File: src/rtl/pdn_pipe.sv
// pdn_pipe -- two-stage pipelined permutation deflection network (MinBD router).
//
// Four flits (lanes N,S,E,W = 0..3) enter each cycle and leave on the four
// output ports exactly two cycles later. Nothing is dropped or held back.
// Stage 1 pairs {N,E} (A) and {S,W} (B). Each pair is steered toward the N/S
// half (output 0) or the E/W half (output 1). Stage 2 has two arbiters. The
// N/S arbiter takes A0/B0 and drives ports N/S. The E/W arbiter takes A1/B1
// and drives ports E/W. Contention is resolved by age (prio). Ties are broken
// by a per-arbiter toggle. A flit leaving on a port other than its dir is
// deflected, and its prio is incremented (saturating).
//
// Optional feature: define PDN_DEFL_CNT_EN to build per-output deflection
// counters together with the defl_clr / defl_cnt ports.
//
// Ports:
//   clk, rst   clock (rising edge); asynchronous active-high reset
//   in_valid   [3:0]          per-lane valid (0=N 1=S 2=E 3=W)
//   in_flit    [4*FLIT_W-1:0] payloads, lane i at [i*FLIT_W +: FLIT_W]
//   in_dir     [7:0]          desired output per lane (0=N 1=S 2=E 3=W)
//   in_prio    [4*PRIO_W-1:0] age per lane
//   out_valid/out_flit/out_dir/out_prio  per output port, same packing
//   out_defl   [3:0]          flit left on a port other than its dir
//   defl_clr   sync clear of counters           (PDN_DEFL_CNT_EN only)
//   defl_cnt   [4*CNT_W-1:0] per-port counts     (PDN_DEFL_CNT_EN only)
module pdn_pipe #(
    parameter int FLIT_W = 11,
    parameter int PRIO_W = 4,
    parameter int CNT_W  = 16
) (
    input  logic                clk,
    input  logic                rst,
    input  logic [3:0]          in_valid,
    input  logic [4*FLIT_W-1:0] in_flit,
    input  logic [7:0]          in_dir,
    input  logic [4*PRIO_W-1:0] in_prio,
    output logic [3:0]          out_valid,
    output logic [4*FLIT_W-1:0] out_flit,
    output logic [7:0]          out_dir,
    output logic [4*PRIO_W-1:0] out_prio,
    output logic [3:0]          out_defl
`ifdef PDN_DEFL_CNT_EN
    ,
    input  logic                defl_clr,
    output logic [4*CNT_W-1:0]  defl_cnt
`endif
);

    typedef struct packed {
        logic              v;
        logic [1:0]        dir;
        logic [PRIO_W-1:0] prio;
        logic [FLIT_W-1:0] flit;
    } flit_t;

    localparam logic [PRIO_W-1:0] PRIO_MAX = '1;

    // 2x2 arbiter decision. pf = preferred output (0/1) of each input.
    // Returns {tie, swap}: swap=1 routes input0 to output1 and input1 to output0.
    function automatic logic [1:0] arb2(input flit_t f0, input logic pf0,
                                        input flit_t f1, input logic pf1,
                                        input logic tog);
        logic swap;
        logic tie;
        logic win1;
        swap = 1'b0;
        tie  = 1'b0;
        win1 = 1'b0;
        if (f0.v && f1.v) begin
            if (pf0 != pf1) begin
                swap = pf0;
            end else begin
                tie  = (f0.prio == f1.prio);
                win1 = tie ? tog : (f1.prio > f0.prio);
                // the winner takes the shared preference, the loser the other output
                swap = win1 ? ~pf0 : pf0;
            end
        end else if (f0.v) begin
            swap = pf0;
        end else if (f1.v) begin
            swap = ~pf1;
        end
        return {tie, swap};
    endfunction

    flit_t      lane_in [4];
    flit_t      s1_d    [4];   // [0]=A0 [1]=A1 [2]=B0 [3]=B1
    flit_t      s1_q    [4];
    flit_t      s2_d    [4];   // indexed by output port
    flit_t      exit_d  [4];
    flit_t      out_q   [4];
    logic [3:0] defl_d;
    logic [3:0] defl_q;
    logic [1:0] tie_s1;
    logic [1:0] tie_s2;
    logic [3:0] tog_q;         // [0]=A [1]=B [2]=N/S [3]=E/W
    logic [3:0] tog_d;

    genvar gi;

    // Invalid slots are forced to all-zero so they carry nothing downstream.
    generate
        for (gi = 0; gi < 4; gi++) begin : g_lane
            assign lane_in[gi] = in_valid[gi] ?
                {1'b1, in_dir[2*gi +: 2], in_prio[gi*PRIO_W +: PRIO_W],
                 in_flit[gi*FLIT_W +: FLIT_W]} : '0;
        end
    endgenerate

    // Stage 1: pair A = lanes 0/2, pair B = lanes 1/3. dir[1]=0 means N or S.
    generate
        for (gi = 0; gi < 2; gi++) begin : g_s1
            flit_t      i0;
            flit_t      i1;
            logic [1:0] r;
            assign i0 = lane_in[gi];
            assign i1 = lane_in[gi+2];
            assign r  = arb2(i0, i0.dir[1], i1, i1.dir[1], tog_q[gi]);
            assign s1_d[2*gi]   = r[0] ? i1 : i0;
            assign s1_d[2*gi+1] = r[0] ? i0 : i1;
            assign tie_s1[gi]   = r[1];
        end
    endgenerate

    // Stage 2: arbiter 0 (N/S) takes A0/B0, arbiter 1 (E/W) takes A1/B1.
    // Output 0 is the arbiter's home port (N or E); any other dir prefers output 1.
    generate
        for (gi = 0; gi < 2; gi++) begin : g_s2
            localparam logic [1:0] HOME = 2'(2*gi);
            flit_t      i0;
            flit_t      i1;
            logic [1:0] r;
            assign i0 = s1_q[gi];
            assign i1 = s1_q[gi+2];
            assign r  = arb2(i0, i0.dir != HOME, i1, i1.dir != HOME, tog_q[gi+2]);
            assign s2_d[2*gi]   = r[0] ? i1 : i0;
            assign s2_d[2*gi+1] = r[0] ? i0 : i1;
            assign tie_s2[gi]   = r[1];
        end
    endgenerate

    // Exit: mark deflection and age the deflected flit (saturating).
    generate
        for (gi = 0; gi < 4; gi++) begin : g_exit
            logic [PRIO_W-1:0] prio_x;
            assign defl_d[gi] = s2_d[gi].v && (s2_d[gi].dir != 2'(gi));
            assign prio_x     = (defl_d[gi] && (s2_d[gi].prio != PRIO_MAX)) ?
                                s2_d[gi].prio + 1'b1 : s2_d[gi].prio;
            assign exit_d[gi] = {s2_d[gi].v, s2_d[gi].dir, prio_x, s2_d[gi].flit};

            assign out_valid[gi]                   = out_q[gi].v;
            assign out_flit[gi*FLIT_W +: FLIT_W]   = out_q[gi].flit;
            assign out_dir[2*gi +: 2]              = out_q[gi].dir;
            assign out_prio[gi*PRIO_W +: PRIO_W]   = out_q[gi].prio;
            assign out_defl[gi]                    = defl_q[gi];
        end
    endgenerate

    // A toggle flips only on a cycle where its arbiter actually decided a tie.
    assign tog_d = tog_q ^ {tie_s2, tie_s1};

    always_ff @(posedge clk or posedge rst) begin
        if (rst) begin
            for (int i = 0; i < 4; i++) begin
                s1_q[i]  <= '0;
                out_q[i] <= '0;
            end
            defl_q <= '0;
            tog_q  <= '0;
        end else begin
            for (int i = 0; i < 4; i++) begin
                s1_q[i]  <= s1_d[i];
                out_q[i] <= exit_d[i];
            end
            defl_q <= defl_d;
            tog_q  <= tog_d;
        end
    end

`ifdef PDN_DEFL_CNT_EN
    // Counters advance on the same edge that registers a deflected output.
    logic [CNT_W-1:0] cnt_q [4];
    logic [CNT_W-1:0] cnt_d [4];

    generate
        for (gi = 0; gi < 4; gi++) begin : g_cnt
            assign cnt_d[gi] = defl_clr ? '0 :
                               (defl_d[gi] && (cnt_q[gi] != '1)) ? cnt_q[gi] + 1'b1 :
                               cnt_q[gi];
            assign defl_cnt[gi*CNT_W +: CNT_W] = cnt_q[gi];
        end
    endgenerate

    always_ff @(posedge clk or posedge rst) begin
        if (rst) begin
            for (int i = 0; i < 4; i++) cnt_q[i] <= '0;
        end else begin
            for (int i = 0; i < 4; i++) cnt_q[i] <= cnt_d[i];
        end
    end
`endif

endmodule
File: config.mk
export PLATFORM = sky130hd
export DESIGN_NAME = pdn_pipe
export DESIGN_NICKNAME = d
export VERILOG_FILES = /design/src/rtl/pdn_pipe.sv
export SDC_FILE = /design/constraint.sdc
export NUM_CORES = 1
export LEC_CHECK = 0
export CORE_MARGIN = 2
export CORE_UTILIZATION = 57
export CTS_BUF_LIST = sky130_fd_sc_hd__clkbuf_4 sky130_fd_sc_hd__clkbuf_8
export DETAILED_ROUTE_END_ITERATION = 6
export GPL_TIMING_DRIVEN = 1
export PLACE_DENSITY = 0.95
export SYNTH_ARGS = -nofsm -noshare
export SYNTH_HDL_FRONTEND = slang
export SYNTH_SLANG_ARGS = --single-unit
File: constraint.sdc
create_clock -name clk -period 11 [get_ports clk]
set_input_delay 2.2 -clock clk [delete_from_list [all_inputs] [get_ports clk]]
set_output_delay 2.2 -clock clk [all_outputs]
set_load 0.1 [all_outputs]
Word level (Yosys, flattened, before mapping):

Cells that the tools add are included.

* $add $sub $neg: 4
* order comparisons: 4
* equality and inequality tests: 17
* muxes and demuxes: 48
* bitwise logic cells: 9
* reduce and logical (&&, ||, !) cells: 15

Operator list (count)
* $mux 18: 12
* $mux 1: 32
* $add 4x1->4 const B: 4
* $eq 4x4->1: 4
* $gt 4x4->1: 4
* $mux 4: 4
* $ne 4x4->1 const B: 4
* $logic_and 1x1->1: 12
* $ne 2x2->1 const B: 4
* $not 1->1: 8
* $reduce_bool 2->1: 3
* $ne 1x1->1: 4
* $xor 4x4->4: 1
* $ne 2x1->1 const B: 1

* bits in registers: 152
* input port bits: 74
* word-level logic and storage cells: 131

Longest topological paths before layout:

* word-level depth: 10
* mapped depth: 12
* mapped depth without buffers: 9

Worst setup path before layout:

Ideal clock, no wire load.

* path kind: in2reg
* start point: input in_valid[0]
* end point: register s1_q, in the netlist g_s2[0].i0[11]
* setup time: 125 ps
* data arrival time: 4122 ps
* slack: 6754 ps
* stages on the path: 11
* path buffers: 3
* cells stage by stage: clkbuf_1 -> nand2_1 -> ha_1 -> nand3_1 -> a21oi_1 -> a211oi_1 -> or3_1 -> a32o_1 -> buf_2 -> buf_6 -> mux2i_1

RTL lines
* from (decl): line 32 `input logic [3:0] in_valid,`
* to (signal, indexed assignment): line 171 `s1_q[i] <= s1_d[i];`
* to (decl): line 87 `flit_t s1_q [4];`

==> reports/results.ini <==
[status]
outcome=finished, final reports clean

[timing]
finalHoldViolCount=0
grt_setup_unrepaired=false
slew_violations=0
setup_ws_ns=5.67
period_needed_ns=5.33
relSlewSlack=0.273
fin_crit_sh=0.484
clock_skew_ns=0.00997
worst_slew_pin_slew_ns=1.09
finalSetupViolations=0
fmax_mhz=188
tns_ns=0

[worst_hold_path]
min_delay_path_depth=1
holdPathEnd=tog_q[0]
min_path_type=flop to flop
hp-start=tog_q[0]

[clock_tree]
clockBufferDepth=2
cts-resized-gates=0
cts_tree=done
clock_tree.root_cell=clkbuf_8
worstSkewPairLatency_ns=0.46
post_cts_buffers=0
cts_hold_buffers=0
clk_pin_slew_worst_paths_ns=0.08
cts_max_level=4
numCtsBuffers=17
clock_sinks=152

[layout]
diodes=0
fin_nets=828
final_cells=896
syn_to_final_growth_pct=28.3
drive_gt1_frac=0.130
design_area_sq_mm=0.00901

[floorplanning]
dieArea_sq_mm=0.0132
core-area_sq_mm=0.0120
num_rows=40
io_pins=150
initial_core_util=0.584
fp.dieH_um=115
die_x_um=115

[synthesis]
synth-async-reset-ratio=1.00
yosysMostFrequentCell=dfrtp_1
syn-cell-area_sq_mm=0.00702
synth_area_leader_cell=dfrtp_1
synth_top_cell_area_share=0.542
synthesis.instances=595
syn_nets=685
seq_area_frac_synth=0.542
synth_cell_types=47
postSynthAreaPerCell_sq_um=11.8
yosys_most_used_dff=dfrtp_1
ys_ff_latch=152
synth.area.top_cells=dfrtp_1, mux2i_1, mux2_2, nand2_1, mux2_4
yosysWarningCount=0
synth_edf_count=0
ys_top_cells_by_count=dfrtp_1, nand2_1, mux2i_1

[global_route]
grt-ovfl-total=0
antenna_found_initial=0
grt_pass1_vias=5366
grt_max_degree=85
grtUsageTotal=0.290
grt_pass1_wl_mm=28.2

[setup_path]
r2r_slack_ns=7.92
critPathMaxStageDelay_ns=1.02
critPathSlowestCell=clkdlybuf4s50_1
reg2reg_to=out_flit[0]
r2r_start=g_s2[0].i1[11]
crit_type=input pin to flop
worstPathArrival_ns=5.70
cp-end-kind=flop
crit_required_ns=11.37
start_kind=input pin
path_cells=clkdlybuf4s50_1, nand2_1, ha_1, a21o_1, a211oi_1, or3_1, a32o_2, mux2i_1
worstRegToRegCells=9
worstPathMaxFanout=32

[power_and_ir_drop]
comb_power_share=0.400
ir_drop_v=0.000157
power.share.clock=0.238
p_int_w=0.00111
swShare=0.423
p_sw_w=0.000818
pwr-share-seq=0.362
leakagePower_nw=4.24
p_per_area_mw_per_mm2=214

[route]
drt_iter0_markers=415
drcViolationCount=0
ant_nets=0
drtPass1Iterations=5
vias_per_cell=5.80
wl_mm=18.2
vias=5194
post_drt_wl_per_cell_um=20.3

[place]
place_congestion=0.922
dp.cells=866
dp_hpwl_mm=12.9
dpl_worst_slack_ns=5.27
io_buffers=149
dpl_cell_area_sq_mm=0.00858

[run]
maxCapViolations=0

==> worst max path at each step <==
stage          slack (ns)        start  depth (start not counted)             end
6_report             5.67  in_valid[0]                          8  g_s2[0].i0[15]
5_1_grt              5.48  in_valid[0]                          9   g_s2[0].i0[8]
4_1_cts              5.76  in_valid[0]                          9  g_s2[1].i0[12]
3_5_place_dp         5.27  in_valid[0]                          9  g_s2[0].i0[15]
3_3_place_gp         5.47  in_valid[0]                          8   g_s2[1].i0[7]
2_1_floorplan        4.71          rst                          1   g_s2[0].i0[0]
==> registers in the layout (all words and copies together), names as in the netlist <==
name / flops
out_prio: 16
out_dir: 8
out_valid: 4
g_s2.i0: 36
out_flit: 44
tog_q: 4
g_s2.i1: 36
out_defl: 4
==> power groups by stage <==
| stage | logic, W | clock network [W] | registers (W) |
|---|---|---|---|
| after floorplan | 0.000214 | 0 | 0.00107 |
| after global placement | 0.000757 | 0 | 0.000705 |
| after detailed placement | 0.000769 | 0 | 0.000707 |
| after CTS | 0.000773 | 0.000465 | 0.000698 |
| after global routing | 0.000802 | 0.000490 | 0.000706 |
| final | 0.000772 | 0.000460 | 0.000700 |
==> critical path: cells and delay by family <==
kind                     cells  cell delay [ns]
AO/OA/AOI/OAI                3             1.38
AND/OR/NAND/NOR              2             0.37
buffers and inverters        1             1.02
multiplexers                 1             0.32
adder cells (fa/ha/maj)      1             0.38
==> metal layers <==
metal	track usage	routed length (um)	vias up
li1	-	-	2362
met1	0.356	7220	2533
met2	0.475	8970	252
met3	0.0759	1180	47
met4	0.147	786	0
met5	0	0	-
==> stage by stage <==
| step | hold WS [ns] | total power (W) | util |
|---|---|---|---|
| floorplan | 0.442 | 0.00128 | - |
| global placement | 0.461 | 0.00146 | 0.714 |
| detailed placement | 0.465 | 0.00148 | 0.714 |
| CTS | 0.479 | 0.00194 | 0.750 |
| global route | 0.495 | 0.00200 | 0.750 |
| finish | 0.483 | 0.00193 | 0.750 |
==> cells by family after synthesis <==
logic type                 Yosys count  synth area share
AOI/OAI and AO/OA                   79            0.0766
buffers and inverters               54            0.0381
muxes                              134             0.211
adders and majority gates           16            0.0285
xor gates and xnor gates             8           0.00998
and+or+nand+nor                    152            0.0939
DFF                                152             0.542
==> final cells by class <==
| type | instances | area [sq um] |
|---|---|---|
| inverter | 24 | 95.1 |
| sequential | 152 | 3800 |
| clock buffer | 18 | 248 |
| clock inverter | 12 | 176 |
| timing repair buffer | 154 | 1530 |
| tap | 147 | 184 |
| fill | 751 | 3010 |
| multi-input combinational | 389 | 2970 |
==> layout by cell type (no fill, tap or decap), drive strengths merged, types with 2 or more instances in the layout <==
| master | synthesis | layout |
|---|---|---|
| o21a | 4 | 4 |
| and2 | 3 | 3 |
| nand2b | 7 | 7 |
| clkdlybuf4s50 | 0 | 149 |
| a31oi | 10 | 10 |
| buf | 18 | 5 |
| a21oi | 23 | 23 |
| a21o | 5 | 5 |
| a311oi | 4 | 4 |
| bufinv | 0 | 4 |
| a211oi | 2 | 2 |
| a21boi | 2 | 2 |
| o21ai | 17 | 17 |
| clkinv | 0 | 5 |
| dfrtp | 152 | 152 |
| o221a | 2 | 2 |
| nand4 | 5 | 5 |
| nor2 | 17 | 17 |
| mux2i | 82 | 82 |
| ha | 16 | 16 |
| clkbuf | 12 | 18 |
| nand2 | 91 | 91 |
| inv | 24 | 25 |
| xor2 | 7 | 7 |
| mux2 | 52 | 52 |
| and3 | 2 | 2 |
| clkinvlp | 0 | 2 |
| nand3 | 16 | 16 |
| nor2b | 4 | 4 |
| nor3 | 4 | 4 |
| a32o | 3 | 3 |
Note: power is estimated with default switching activity, not from simulation.
